===== config.mk =====
export PLATFORM = sky130hd
export DESIGN_NAME = dmem_access_unit_flat
export DESIGN_NICKNAME = d
export VERILOG_FILES = /design/src/rtl/dmem_access_unit_if.sv /design/src/rtl/dmem_access_unit.sv /design/src/flat_wrapper.sv
export SDC_FILE = /design/constraint.sdc
export NUM_CORES = 1
export LEC_CHECK = 0
export BUFFER_PORTS_ARGS = -buffer_cell sky130_fd_sc_hd__buf_4
export CAP_MARGIN = 20
export CORE_ASPECT_RATIO = 1.25
export CORE_UTILIZATION = 57
export CTS_BUF_LIST = sky130_fd_sc_hd__clkbuf_8
export CTS_CLUSTER_DIAMETER = 30
export DETAILED_ROUTE_END_ITERATION = 6
export PLACE_DENSITY = 0.88
export REMOVE_ABC_BUFFERS = 1
export SETUP_SLACK_MARGIN = 0.15
export SLEW_MARGIN = 20
export SYNTH_ARGS = -nofsm -noshare
export SYNTH_HDL_FRONTEND = slang
export SYNTH_SLANG_ARGS = --single-unit

===== constraint.sdc =====
create_clock -name clk -period 7.25 [get_ports clk]
set_clock_uncertainty 0.05 [all_clocks]
set_input_delay 0.725 -clock clk [delete_from_list [all_inputs] [get_ports clk]]
set_output_delay 0.725 -clock clk [all_outputs]
set_load 0.01 [all_outputs]

===== src/rtl/dmem_access_unit_if.sv =====
// Request/response and RAM-port bundle for dmem_access_unit.
// Latency/backpressure are properties of the unit, not of this bundle.
// master = core memory stage plus RAM model side; slave = the access unit.
interface dmem_access_unit_if #(
    parameter int DATAW = 32,
    parameter int ADDRW = 32
);
    logic             req_valid;
    logic             req_ready;
    logic             req_we;
    logic [ADDRW-1:0] req_addr;
    logic [1:0]       req_size;
    logic             req_unsigned;
    logic [DATAW-1:0] req_wdata;
    logic             resp_valid;
    logic [DATAW-1:0] resp_rdata;
    logic             resp_err;
    logic             ram_wea;
    logic [ADDRW-1:0] ram_addra;
    logic [DATAW-1:0] ram_dina;
    logic [ADDRW-1:0] ram_addrb;
    logic [DATAW-1:0] ram_doutb;

    modport master (
        output req_valid, req_we, req_addr, req_size, req_unsigned, req_wdata, ram_doutb,
        input  req_ready, resp_valid, resp_rdata, resp_err,
        input  ram_wea, ram_addra, ram_dina, ram_addrb
    );

    modport slave (
        input  req_valid, req_we, req_addr, req_size, req_unsigned, req_wdata, ram_doutb,
        output req_ready, resp_valid, resp_rdata, resp_err,
        output ram_wea, ram_addra, ram_dina, ram_addrb
    );
endinterface


===== src/rtl/dmem_access_unit.sv =====
// Byte/half/word load-store initiator for a 1-cycle-read simple dual-port RAM.
// Latency: error 1, word store 1, load 2, sub-word store (read-modify-write) 2 cycles.
// Backpressure: req_ready only in IDLE; one request in flight at a time.
module dmem_access_unit #(
    parameter int DATAW    = 32,
    parameter int ADDRW    = 32,
    parameter int WORD_LEN = 2
) (
    input  logic                clk,
    input  logic                rst,
    dmem_access_unit_if.slave   bus
);
    typedef enum logic [2:0] {IDLE, LOAD_WAIT, STORE, RMW_WAIT, RMW_WRITE} state_t;

    state_t               state, state_nxt;
    logic [ADDRW-1:0]     a_addr;
    logic [1:0]           a_size;
    logic                 a_uns;
    logic [15:0]          a_wdata;
    logic                 accept, req_err;
    logic [WORD_LEN-1:0]  req_off, a_off;
    logic [7:0]           ld_byte;
    logic [15:0]          ld_half;
    logic [DATAW-1:0]     ld_dat, mrg_dat;
    logic                 resp_v_q, resp_err_q, wea_q;
    logic [DATAW-1:0]     resp_rdata_q, dina_q;
    logic [ADDRW-1:0]     addra_q;

    assign req_off = bus.req_addr[WORD_LEN-1:0];
    assign a_off   = a_addr[WORD_LEN-1:0];
    assign accept  = bus.req_valid && bus.req_ready;

    always_comb begin
        case (bus.req_size)
            2'b00:   req_err = 1'b0;
            2'b01:   req_err = req_off[0];
            2'b10:   req_err = |req_off;
            default: req_err = 1'b1;
        endcase
    end

    // State register
    always_ff @(posedge clk) begin
        if (rst) state <= IDLE;
        else     state <= state_nxt;
    end

    // Next-state logic
    always_comb begin
        state_nxt = state;
        case (state)
            IDLE: begin
                if (accept && !req_err) begin
                    if (!bus.req_we)                state_nxt = LOAD_WAIT;
                    else if (bus.req_size == 2'b10) state_nxt = STORE;
                    else                            state_nxt = RMW_WAIT;
                end
            end
            RMW_WAIT: state_nxt = RMW_WRITE;
            default:  state_nxt = IDLE;
        endcase
    end

    // Output logic; read address follows the live request in IDLE so the RAM samples it at accept
    always_comb begin
        bus.req_ready  = (state == IDLE) && !rst;
        bus.ram_addrb  = (state == IDLE) ? bus.req_addr : a_addr;
        bus.ram_wea    = wea_q && !rst;
        bus.ram_addra  = addra_q;
        bus.ram_dina   = dina_q;
        bus.resp_valid = resp_v_q && !rst;
        bus.resp_err   = resp_err_q && !rst;
        bus.resp_rdata = resp_rdata_q;
    end

    // Lane extraction and merge against the word returned on port B
    always_comb begin
        ld_byte = bus.ram_doutb[{a_off, 3'b000} +: 8];
        ld_half = bus.ram_doutb[{a_off[1], 4'b0000} +: 16];
        case (a_size)
            2'b00:   ld_dat = {{(DATAW-8){ld_byte[7] & ~a_uns}}, ld_byte};
            2'b01:   ld_dat = {{(DATAW-16){ld_half[15] & ~a_uns}}, ld_half};
            default: ld_dat = bus.ram_doutb;
        endcase
        mrg_dat = bus.ram_doutb;
        if (a_size == 2'b00) mrg_dat[{a_off, 3'b000} +: 8]     = a_wdata[7:0];
        else                 mrg_dat[{a_off[1], 4'b0000} +: 16] = a_wdata;
    end

    always_ff @(posedge clk) begin
        if (accept) begin
            a_addr  <= bus.req_addr;
            a_size  <= bus.req_size;
            a_uns   <= bus.req_unsigned;
            a_wdata <= bus.req_wdata[15:0];
        end
    end

    always_ff @(posedge clk) begin
        if (rst) begin
            resp_v_q     <= 1'b0;
            resp_err_q   <= 1'b0;
            resp_rdata_q <= '0;
            wea_q        <= 1'b0;
            addra_q      <= '0;
            dina_q       <= '0;
        end else begin
            resp_v_q     <= 1'b0;
            resp_err_q   <= 1'b0;
            resp_rdata_q <= '0;
            wea_q        <= 1'b0;
            if (accept) begin
                if (req_err) begin
                    resp_v_q   <= 1'b1;
                    resp_err_q <= 1'b1;
                end else if (bus.req_we && bus.req_size == 2'b10) begin
                    wea_q    <= 1'b1;
                    addra_q  <= bus.req_addr;
                    dina_q   <= bus.req_wdata;
                    resp_v_q <= 1'b1;
                end
            end
            if (state == LOAD_WAIT) begin
                resp_v_q     <= 1'b1;
                resp_rdata_q <= ld_dat;
            end
            if (state == RMW_WAIT) begin
                wea_q    <= 1'b1;
                addra_q  <= a_addr;
                dina_q   <= mrg_dat;
                resp_v_q <= 1'b1;
            end
        end
    end
endmodule


===== src/flat_wrapper.sv =====
// flat-port wrapper written by rule: the top's interface ports become plain ports
module dmem_access_unit_flat 
#(
    parameter int DATAW    = 32,
    parameter int ADDRW    = 32,
    parameter int WORD_LEN = 2
)
  (clk, rst, bus_req_valid, bus_req_we, bus_req_addr, bus_req_size, bus_req_unsigned, bus_req_wdata, bus_ram_doutb, bus_req_ready, bus_resp_valid, bus_resp_rdata, bus_resp_err, bus_ram_wea, bus_ram_addra, bus_ram_dina, bus_ram_addrb);
  dmem_access_unit_if #(.DATAW(DATAW), .ADDRW(ADDRW)) bus_i ();
  input  logic clk;
  input  logic rst;
  input wire logic [$bits(bus_i.req_valid)-1:0] bus_req_valid;
  input wire logic [$bits(bus_i.req_we)-1:0] bus_req_we;
  input wire logic [$bits(bus_i.req_addr)-1:0] bus_req_addr;
  input wire logic [$bits(bus_i.req_size)-1:0] bus_req_size;
  input wire logic [$bits(bus_i.req_unsigned)-1:0] bus_req_unsigned;
  input wire logic [$bits(bus_i.req_wdata)-1:0] bus_req_wdata;
  input wire logic [$bits(bus_i.ram_doutb)-1:0] bus_ram_doutb;
  output wire logic [$bits(bus_i.req_ready)-1:0] bus_req_ready;
  output wire logic [$bits(bus_i.resp_valid)-1:0] bus_resp_valid;
  output wire logic [$bits(bus_i.resp_rdata)-1:0] bus_resp_rdata;
  output wire logic [$bits(bus_i.resp_err)-1:0] bus_resp_err;
  output wire logic [$bits(bus_i.ram_wea)-1:0] bus_ram_wea;
  output wire logic [$bits(bus_i.ram_addra)-1:0] bus_ram_addra;
  output wire logic [$bits(bus_i.ram_dina)-1:0] bus_ram_dina;
  output wire logic [$bits(bus_i.ram_addrb)-1:0] bus_ram_addrb;
  assign bus_i.req_valid = bus_req_valid;
  assign bus_i.req_we = bus_req_we;
  assign bus_i.req_addr = bus_req_addr;
  assign bus_i.req_size = bus_req_size;
  assign bus_i.req_unsigned = bus_req_unsigned;
  assign bus_i.req_wdata = bus_req_wdata;
  assign bus_i.ram_doutb = bus_ram_doutb;
  assign bus_req_ready = bus_i.req_ready;
  assign bus_resp_valid = bus_i.resp_valid;
  assign bus_resp_rdata = bus_i.resp_rdata;
  assign bus_resp_err = bus_i.resp_err;
  assign bus_ram_wea = bus_i.ram_wea;
  assign bus_ram_addra = bus_i.ram_addra;
  assign bus_ram_dina = bus_i.ram_dina;
  assign bus_ram_addrb = bus_i.ram_addrb;
  dmem_access_unit #(.DATAW(DATAW), .ADDRW(ADDRW), .WORD_LEN(WORD_LEN)) u_core (.clk(clk), .rst(rst), .bus(bus_i));
endmodule

# After elaboration in Yosys (flattened, before gate mapping)
# Index checks and enable logic that the tools add are counted.
# Widths: inputs -> output; s select.
[totals]
ff_bits = 153
out_inout_bits = 132
input_bits = 103
elab_cells = 76
[classes]
reduce_logical = 18
eq_ne = 7
mux = 27
bitwise = 5
shifts = 6
n_addsub = 2
[ops]
columns = ["operator", "count"]
rows = [
  ["$mux 32", 10],
  ["$bwmux 32", 2],
  ["$pmux 32 s2", 1],
  ["$shift 16x7->32 const A", 1],
  ["$shift 8x7->32 const A", 1],
  ["$shiftx 16x7->32", 1],
  ["$shiftx 32x6->16", 1],
  ["$shiftx 32x6->8", 1],
  ["$shiftx 8x7->32", 1],
  ["$neg 5->7", 2],
  ["$mux 1", 10],
  ["$logic_and 1x1->1", 7],
  ["$mux 3", 2],
  ["$pmux 3 s2", 1],
  ["$reduce_or 2->1", 3],
  ["$eq 2x1->1 const B", 2],
  ["$logic_not 2->1", 2],
  ["$reduce_bool 2->1", 2],
  ["$eq 3x1->1 const B", 1],
  ["$eq 3x2->1 const B", 1],
  ["$logic_not 3->1", 1],
  ["$not 1->1", 3],
  ["$pmux 1 s3", 1],
  ["$reduce_and 3->1", 1],
  ["other kinds (5)", 7],
]

# Longest topological paths before layout
# Gate-level depths: netlist (run 1).
[logic_depth]
word_depth = 7
ltp_mapped = 7
depth_no_buf = 6

# Least setup slack after synthesis (run 1)
# No wires, ideal clock.
[synth_timing]
kind = "in2reg"
start = "in rst"
end = "reg u_core.a_addr[0] (enable)"
setup_ns = 0.406
path_slack_ns = 4.469
path_stages = 4
n_path_buf = 1
arrival_ns = 2.325
t_required_ns = 6.794
path_cell_list = "buf_2 > nor4_4 > nand2_1 > inv_1"
[synth_between]
elab_chain_cells = 3
[synth_lines]
columns = ["element", "line", "rtl"]
rows = [
  ["start, declared", "flat_wrapper.sv:11", "input logic rst;"],
  ["$logic_not 1->1", "dmem_access_unit.sv:66", "bus.req_ready = (state == IDLE) && !rst;"],
  ["$logic_and 1x1->1", "dmem_access_unit.sv:66", ""],
  ["via bus_req_ready", "flat_wrapper.sv:19", "output wire logic [$bits(bus_i.req_ready)-1:0] bus_req_ready;"],
  ["$logic_and 1x1->1", "dmem_access_unit.sv:31", "assign accept = bus.req_valid && bus.req_ready;"],
  ["via u_core.accept", "dmem_access_unit.sv:20", "logic accept, req_err;"],
  ["end signal, assigned", "dmem_access_unit.sv:92", "a_addr <= bus.req_addr;"],
  ["end, declared", "dmem_access_unit.sv:16", "logic [ADDRW-1:0] a_addr;"],
]
# The timed path passes the listed nets, and every way through them passes these cells.
# A chain may end at the register's enable or synchronous reset.

# Worst setup path after layout (run 1)
[layout_timing]
start = "reg u_core.a_addr[1]"
end = "reg u_core.dina_q[9], in the netlist u_core.bus.ram_dina[9]"
[layout_between]
elab_chain_cells = 5
elab_cells_between_ends = 10
cone_classes = "add/sub: 2; shift: 4; mux: 4"
[layout_lines]
columns = ["element", "line", "rtl"]
rows = [
  ["$neg 5->7 (on tied branches)", "dmem_access_unit.sv:87, dmem_access_unit.sv:86", ""],
  ["$shiftx 16x7->32, or another cell as far along", "dmem_access_unit.sv:87", "else mrg_dat[{a_off[1], 4'b0000} +: 16] = a_wdata;"],
  ["$bwmux 32 (on tied branches)", "dmem_access_unit.sv:87, dmem_access_unit.sv:86", ""],
  ["$mux 32 *", "dmem_access_unit.sv:86", "if (a_size == 2'b00) mrg_dat[{a_off, 3'b000} +: 8] = a_wdata[7:0];"],
  ["$mux 32 *", "dmem_access_unit.sv:127", "if (state == RMW_WAIT) begin"],
  ["end signal, assigned", "dmem_access_unit.sv:119", "dina_q <= bus.req_wdata;"],
  ["end signal, assigned", "dmem_access_unit.sv:130", "dina_q <= mrg_dat;"],
  ["end, declared", "dmem_access_unit.sv:26", "logic [DATAW-1:0] resp_rdata_q, dina_q;"],
]
# Mark *: on every way between the ends. The rest lies on a longest branch, timed or not.

==> impl_metrics.ini, run 1 <==
[setup_path]
r2r_start = u_core.a_addr[1]
worstSetupEndpointType = flop
critPathArrivalTime_ns = 3.69
startpoint = u_core.a_addr[1]
cp-start-kind = flop
ff2ff_path_depth = 7
r2r_end = u_core.bus.ram_dina[9]
path_max_fanout = 45
critPathCapture = u_core.bus.ram_dina[9]
crit_required_ns = 7.55
critPathKind = reg2reg
reg2reg_slack_ns = 3.86

[pwr]
ir_drop_mv = 0.140
p_int_mw = 1.31
power_density_nw_per_um2 = 192
power_mw = 1.81
comb_power_share = 0.136
leakagePower_nw = 3.91
pwr-share-clk = 0.348
power_switching_mw = 0.495
pwr-share-seq = 0.516
switching_share = 0.274

[cts]
cts-hold-fix-buffers = 0
cts_buffers = 17
cts_setup_buffers = 0
post_cts_resized = 0
htree_num_levels = 4
clockBufferDepth = 2
cts_tree = done
cts_sinks = 153
clkTransAtPathRegs_ns = 0.09
clk_latency_ns = 0.45
cts-root-buf = clkbuf_8

[timing]
fmax_mhz = 295
finalHoldViolCount = 0
relSlewSlack = 0.238
period_needed_ns = 3.39
setup-tns-final_ns = 0
rsz0062_at_grt = false
setup_violations = 0
slew_violations = 0
hold_ws_ns = 0.404
fin_crit_sh = 0.467
worst_pin_slew_ns = 1.14

[route]
vias = 6553
post_drt_wl_per_cell_um = 20.4
drtAntennaViolNets = 0
first_iter_violations = 470
first_pass_iters = 5
wl_um = 21500
drc = 0
vias_per_cell = 6.21

[floorplanning]
die-height_um = 129
num_rows = 45
core-area_um2 = 12300
start_util = 0.593
die-area_um2 = 13300
boundaryPins = 235
die_w_um = 103

[logic_synthesis]
synth_seq_cells = 153
ys_warn_count = 0
seq_area_frac_synth = 0.489
synthArstFlopShare = 0
synth-edff-count = 51
synthCells = 670
ys.flop_type = dfxtp_1
synth_area_um2 = 7310
yosysUniqueCellTypes = 45
avgSynthCellArea_um2 = 10.9

[layout]
drive_gt1_frac = 0.376
num_antenna_cells = 0
synthToLayoutAreaGrowth_pct = 28.7
n_fill_cell = 840
multi_input_area_um2 = 3400
post-route-cell-area_um2 = 9410
fin_cells = 1055
final_nets = 986
ff_latch_area_um2 = 3570

[global_route]
grt_pass1_wl_um = 33000
grt-ovfl-total = 0
grt_max_degree = 73
antenna_found_initial = 0
grt_pass1_vias = 6556
grtUsageTotal = 0.325

[place]
placed_area_um2 = 9030
dp_hpwl_um = 14900
gp_congestion = 0.912
place_inst = 1023
port_buffers = 234

[hold_path]
hp-class = in2reg

[job]
drv_cap = 0

[run_status]
outcome = finished, final reports clean
-- cell families (layout without fill, tap and decap cells) --
group,count (synthesis),count (layout),share of synthesized area
DFF,153,153,0.489
and+or+nand+nor,178,178,0.121
muxes,100,100,0.143
AOI/OAI and AO/OA,169,169,0.189
adders and majority gates,5,5,0.00856
buffers and inverters,65,286,0.0496
-- registers in the layout, indices dropped and copies added, names as in the netlist --
register	count
u_core.a_addr	32
u_core.bus.ram_addra	32
u_core.bus.ram_dina	32
u_core.bus.resp_rdata	32
u_core.a_wdata	16
u_core.state	3
u_core.a_size	2
u_core.a_uns	1
u_core.resp_err_q	1
u_core.resp_v_q	1
u_core.wea_q	1
-- area by class of cell --
cell class,count,area share
clock inverter,15,0.0148
clock buffer,17,0.0249
timing repair buffer,241,0.192
sequential,153,0.380
inverter,13,0.00519
tap,164,0.0218
multi-input combinational,452,0.361
-- power by group through the flow --
stage / registers (mW) / logic [mW] / clock network [mW]
final: 0.932 / 0.245 / 0.628
after global routing: 0.935 / 0.260 / 0.669
after CTS: 0.931 / 0.243 / 0.631
after detailed placement: 0.951 / 0.241 / 0
after global placement: 0.949 / 0.234 / 0
after floorplan: 0.954 / 0.102 / 0
-- cell usage after synthesis, types with 3 or more instances --
cell type	instances	area, um2
nor4b_2	5	75.1
nor2b_1	3	18.8
o2111a_1	3	33.8
o221ai_1	3	26.3
a2111oi_2	11	165
inv_1	13	48.8
mux2_2	37	417
buf_4	3	22.5
a221o_1	7	70.1
dfxtp_1	102	2040
mux2i_1	63	631
nand3b_1	3	22.5
buf_6	10	113
a21o_1	23	173
nor4b_1	3	26.3
nor3b_1	9	67.6
nor2_1	103	387
buf_2	23	115
ha_1	5	62.6
a2111oi_0	10	87.6
a211oi_1	32	240
a222oi_1	7	70.1
nand2_1	31	116
a221oi_1	30	263
edfxtp_1	51	1530
a21oi_1	30	150
nor3_1	6	30.0
o21ai_0	8	40.0
clkbuf_1	15	56.3
-- layer usage --
layer / global-route usage / wire length (um)
met3: 0.127 / 2560
met4: 0.177 / 941
met2: 0.535 / 10400
met5: 0 / 0
met1: 0.359 / 7610
-- worst min-delay path by stage --
stage	from	endpoint	slack (ns)	cells after the start
floorplan	u_core.bus.ram_addra[0]	u_core.bus.ram_addra[0]	0.47	2
global placement	u_core.bus.ram_addra[1]	u_core.bus.ram_addra[1]	0.44	2
detailed placement	u_core.bus.ram_addra[0]	u_core.bus.ram_addra[0]	0.44	2
CTS	bus_req_addr[14]	u_core.a_addr[14]	0.39	1
global route	bus_req_addr[12]	u_core.a_addr[12]	0.39	1
finish	bus_req_addr[14]	u_core.a_addr[14]	0.40	1
-- critical path: stages, from the launching register on --
cell and delay [ns]:
edfxtp_1 0.33, buf_4 0.57, inv_1 0.36, ha_1 0.44
nand3_1 0.11, nor3_1 0.85, a221oi_1 0.29, a2111oi_2 0.30
-- layout by cell type, fill, tap and decap left out, types with 7 or more instances in the layout --
| cell type | instances |
|---|---|
| nand2_1 | 31 |
| mux2i_1 | 63 |
| inv_6 | 7 |
| nor2_1 | 102 |
| a2111oi_0 | 10 |
| a21oi_1 | 30 |
| a21o_1 | 23 |
| edfxtp_1 | 51 |
| o21ai_0 | 8 |
| a221oi_1 | 30 |
| a222oi_1 | 7 |
| buf_4 | 241 |
| a211oi_1 | 32 |
| mux2_2 | 37 |
| a221o_1 | 7 |
| a2111oi_2 | 11 |
| dfxtp_1 | 102 |
| clkbuf_8 | 17 |
| inv_1 | 12 |
| nor3b_1 | 9 |
-- metrics by stage --
stage | utilization | worst slack [ns]
after global placement | 0.733 | 4.20
after global routing | 0.763 | 3.65
after detailed placement | 0.733 | 3.96
after floorplan | - | 3.41
after CTS | 0.763 | 3.94
final | 0.763 | 3.86
No activity file was read; power rests on OpenSTA's default activity.
==> inputs of run 2 (changes only) <==
- ABC_AREA: unset -> 1
- CORE_UTILIZATION: 57 -> 54
- PLACE_DENSITY: 0.88 -> 0.82
- clock period: 7.25 -> 3.25 ns (I/O delays scaled with it)
==> impl_metrics.ini, run 2 <==
[place]
placed_area_um2 = 10100
place_inst = 1653
dp_hpwl_um = 16200
gp_congestion = 0.898
port_buffers = 234
post-place-ws_ns = 0.890

[layout]
post-route-cell-area_um2 = 11100
final_util = 0.737
synthToLayoutAreaGrowth_pct = 32.9
drive_gt1_frac = 0.186
final_nets = 1650
mostFrequentLayoutCells = nand2_1, buf_4, nor2_1
fin_cells = 1737
final_common_cell = nand2_1
num_antenna_cells = 0

[pwr]
pwr-share-seq = 0.474
power_mw = 4.32
ir_drop_mv = 0.319
power_switching_mw = 1.15
leakagePower_nw = 5.96
comb_power_share = 0.157
p_int_mw = 3.17
pwr-share-clk = 0.369
switching_share = 0.266
power_density_nw_per_um2 = 391

[timing]
relSlewSlack = 0.480
worst_slack_ns = 0.752
period_needed_ns = 2.50
slew_violations = 0
finalHoldViolCount = 0
fmax_mhz = 400
fin_crit_sh = 0.769
worst_pin_slew_ns = 0.780
setup_violations = 0
rsz0062_at_grt = false

[logic_synthesis]
synth_area_um2 = 8330
synth_compound_area_frac = 0.0880
yosys.area.top_type = dfxtp_1
yosysMostFrequentCell = nand2_1
ys_warn_count = 0
synthSimpleGateAreaFrac = 0.357
synth_seq_cells = 153
synth-adder-area-share = 0.00751
ys.flop_type = dfxtp_1
synth_top_area_frac = 0.245
synth_mux_area_frac = 0
synth_top_family_by_area = simple AND/OR/NAND/NOR gates
synth_common_cells = nand2_1, nor2_1, inv_1
synthCells = 1290
synth-edff-count = 51
synthXorXnorAreaFrac = 0
synthArstFlopShare = 0
yosysUniqueCellTypes = 25
synth_area_leaders = dfxtp_1, nand2_1, edfxtp_1
avgSynthCellArea_um2 = 6.46
seq_area_frac_synth = 0.429

[global_route]
use_met2 = 0.538
use_met1 = 0.353
grt_pass1_wl_um = 39100
antenna_found_initial = 0
grtUsageTotal = 0.308
grt_max_degree = 89
met3_usage = 0.0890
grt-busiest-layer = met2
grt-ovfl-total = 0
grt_pass1_vias = 8240

[cts]
cts_setup_buffers = 0
clk_latency_ns = 0.47
post_cts_resized = 0
clockBufferDepth = 2
cts-root-buf = clkbuf_8
cts_tree = done
cts_sinks = 153
cts_buffers = 17
htree_num_levels = 4
clkTransAtPathRegs_ns = 0.09

[setup_path]
path_max_fanout = 65
crit_required_ns = 2.87
worstSetupEndpointType = primary output
ff2ff_path_depth = 10
critPathKind = reg2out
r2r_end = u_core.bus.ram_dina[11]
reg2reg_slack_ns = 0.78
critPathArrivalTime_ns = 2.12
r2r_start = u_core.a_addr[1]
cp-start-kind = flop

[hold_path]
hold_path_end = u_core.state[1]
whs_path_depth = 3
hp-class = in2reg
hold_start = bus_req_we

[run_status]
outcome = finished, final reports clean

[route]
vias_per_cell = 5.08
first_iter_violations = 619
vias = 8824
wl_um = 24500
first_pass_iters = 5
drc = 0
post_drt_wl_per_cell_um = 14.1
drtAntennaViolNets = 0

[floorplanning]
start_util = 0.555
die-height_um = 141
boundaryPins = 235
core-area_um2 = 15000
die-area_um2 = 15900
num_rows = 50
die_w_um = 113

[job]
drv_cap = 0
## run 2: critical path, cell delays in order, from the launching register on
cell	delay, ns
dfxtp_1	0.46
inv_1	0.15
nand2_4	0.49
nor2_1	0.12
a21oi_1	0.21
buf_4	0.17
## run 2: worst max path at each step
stage / end / startpoint / slack, ns / depth (start not counted)
global route: bus_ram_addrb[18] / u_core.state[2] / 0.63 / 5
detailed placement: u_core.bus.ram_dina[11] / u_core.a_addr[1] / 0.89 / 10
finish: bus_ram_addrb[18] / u_core.state[2] / 0.75 / 5
CTS: bus_ram_addrb[0] / u_core.state[0] / 0.44 / 4
floorplan: u_core.bus.ram_dina[10] / u_core.a_addr[1] / -0.16 / 11
global placement: bus_ram_addrb[0] / u_core.state[0] / 0.97 / 4
## run 2: metrics by stage
| stage | hold WS [ns] | TNS, ns |
|---|---|---|
| 3_3_place_gp | 0.448 | 0 |
| 2_1_floorplan | 0.347 | -4.75 |
| 5_1_grt | 0.0552 | 0 |
| 6_report | 0.0728 | 0 |
| 4_1_cts | 0.0536 | 0 |
| 3_5_place_dp | 0.449 | 0 |
## run 2: cell type report
| class | instances | area (um2) |
|---|---|---|
| Inverter | 168 | 631 |
| Sequential cell | 153 | 3570 |
| Tap cell | 182 | 228 |
| Multi-Input combinational cell | 902 | 3780 |
| Fill cell | 1213 | 3950 |
| Clock buffer | 21 | 289 |
| Timing Repair Buffer | 300 | 2420 |
| Clock inverter | 11 | 145 |
## run 2: cells by family after synthesis
| group | after synthesis |
|---|---|
| and+or+nand+nor | 757 |
| buffers and inverters | 235 |
| DFF | 153 |
| AOI/OAI and AO/OA | 140 |
| adders and majority gates | 5 |
## run 2: metal layers
layer,up-vias,part of all wire
li1,4444,-
met1,3920,0.39
met2,402,0.49
met3,58,0.087
met4,0,0.027
met5,-,0
## run 2: power groups by stage
stage,Sequential (mW),Clock [mW],Combinational (mW)
global route,2.06,1.69,0.740
finish,2.05,1.60,0.678
detailed placement,2.09,0,0.611
floorplan,2.11,0,0.296
CTS,2.05,1.62,0.665
global placement,2.09,0,0.604
## run 2: timing repair
| action | CTS | global route |
|---|---|---|
| endpoints found under the setup margin | 0 | 0 |
| hold buffers | 52 | 0 |
| endpoints found under the hold margin | 53 | 0 |
==> inputs of run 3 (changes only) <==
- clock period: 3.25 -> 2.4 ns (I/O delays scaled with it)
==> impl_metrics.ini, run 3 (synthesis gave the netlist of run 2 again) <==
[route]
wl_um = 25300
drc = 0
post_drt_wl_per_cell_um = 14.4
first_iter_violations = 566
drtAntennaViolNets = 0
first_pass_iters = 5
vias_per_cell = 5.11
vias = 8966

[cts]
cts_setup_buffers = 0
cts_tree = done
cts-root-buf = clkbuf_8
clk_latency_ns = 0.46
cts_sinks = 153
htree_num_levels = 4
cts_buffers = 17
clkTransAtPathRegs_ns = 0.09
clockBufferDepth = 2

[floorplanning]
num_rows = 50
die-area_um2 = 15900
core-area_um2 = 15000
boundaryPins = 235
die-height_um = 141
die_w_um = 113
start_util = 0.555

[global_route]
grt-busiest-layer = met2
antenna_found_initial = 1
use_met1 = 0.357
grtUsageTotal = 0.319
grt_pass1_wl_um = 40200
met3_usage = 0.0817
use_met2 = 0.559
grt_max_degree = 66
grt_pass1_vias = 8566
grt-ovfl-total = 0

[setup_path]
path_common_cell = buf_4
critPathKind = reg2out
crit_required_ns = 2.11
cp-start-kind = flop
path_max_fanout = 41
critPathArrivalTime_ns = 1.89
worstSetupEndpointType = primary output
crit_buf_inv = 3
crit_chain = buf_4 -> buf_4 -> nand2_1 -> o21ai_0 -> buf_4
slowest_stage = buf_4
crit_family = buffers and inverters
max_stage_delay_ns = 0.37

[timing]
fmax_mhz = 459
hold_ws_ns = 0.0193
setup-tns-final_ns = 0
slew_violations = 0
worst_slack_ns = 0.222
worst_pin_slew_ns = 0.579
period_needed_ns = 2.18
fin_crit_sh = 0.907
rsz0062_at_grt = true
finalHoldViolCount = 0
relSlewSlack = 0.614
setup_violations = 0

[place]
dp_hpwl_um = 17000
post-place-ws_ns = 0.205
placed_area_um2 = 10200
port_buffers = 234
gp_congestion = 0.939
place_inst = 1665

[pwr]
leakagePower_nw = 5.98
power_density_nw_per_um2 = 504
power_mw = 5.62
ir_drop_mv = 0.350

[layout]
post-route-cell-area_um2 = 11100
synthToLayoutAreaGrowth_pct = 33.8
mostFrequentLayoutCells = nand2_1, buf_4, nor2_1
final_nets = 1665
drive_gt1_frac = 0.193
ff_latch_area_um2 = 3570
final_util = 0.742
final_common_cell = nand2_1
multi_input_area_um2 = 3780
n_fill_cell = 1225
fin_cells = 1753

[run_status]
outcome = finished, final reports clean

[hold_path]
hp-class = in2reg

[job]
drv_cap = 0
==> run 3: cell types whose count changed in the layout (fill, tap and decap cells not counted), moves of 2 or more <==
cell / delta
buf_4: +10
bufinv_16: -2
clkbuf_8: -3
clkinvlp_4: +4
dlygate4sd3_1: +3
nor2_1: -2
nor2_2: +2
==> run 3: timing repair <==
| item | CTS | global route |
|---|---|---|
| hold endpoints to repair | 56 | 0 |
| setup endpoints to repair | 0 | 16 |
| hold buffers | 55 | 0 |
| resized for setup | 0 | 3 |
==> run 3: path summary, 6_finish.rpt <==
| check | startpoint | to | slack [ns] | cells after the start |
|---|---|---|---|---|
| hold / removal | bus_ram_doutb[26] | u_core.bus.resp_rdata[26] | 0.02 | 3 |
| setup reg to reg | u_core.a_addr[1] | u_core.bus.ram_dina[16] | 0.31 | 10 |
| hold reg to reg | u_core.bus.ram_dina[28] | u_core.bus.ram_dina[28] | 0.46 | 4 |
| setup / recovery | u_core.a_addr[1] | bus_ram_addrb[1] | 0.22 | 5 |
==> run 3: per-layer routing <==
layer / wire length (um) / up-vias / part of all wire
met2: 12800 / 410 / 0.51
met4: 675 / 0 / 0.027
met1: 9820 / 4024 / 0.39
li1: - / 4475 / -
met3: 2020 / 57 / 0.080
met5: 0 / - / 0
==> run 3: power by group <==
part | internal [mW] | switching, mW
Sequential | 2.75 | 0.0336
Clock | 0.848 | 1.06
Combinational | 0.423 | 0.516
Total | 4.02 | 1.60
==> run 3: worst reg2reg max path: stages, from the launching register on <==
cell      delay [ns]
edfxtp_1        0.35
buf_4           0.37
ha_1            0.23
clkinv_1        0.07
nor2_1          0.41
nand3_1         0.19
nand2_1         0.10
nand2_1         0.06
nand2_1         0.06
nor2_1          0.04
nor2_1          0.11
==> run 3: cell type report <==
cell class / instances / share of cell area
antenna: 1 / 0.000225
clock buffer: 18 / 0.0222
clock inverter: 14 / 0.0111
inverter: 168 / 0.0566
multi-input combinational: 902 / 0.339
sequential: 153 / 0.321
tap: 182 / 0.0204
timing repair buffer: 315 / 0.229
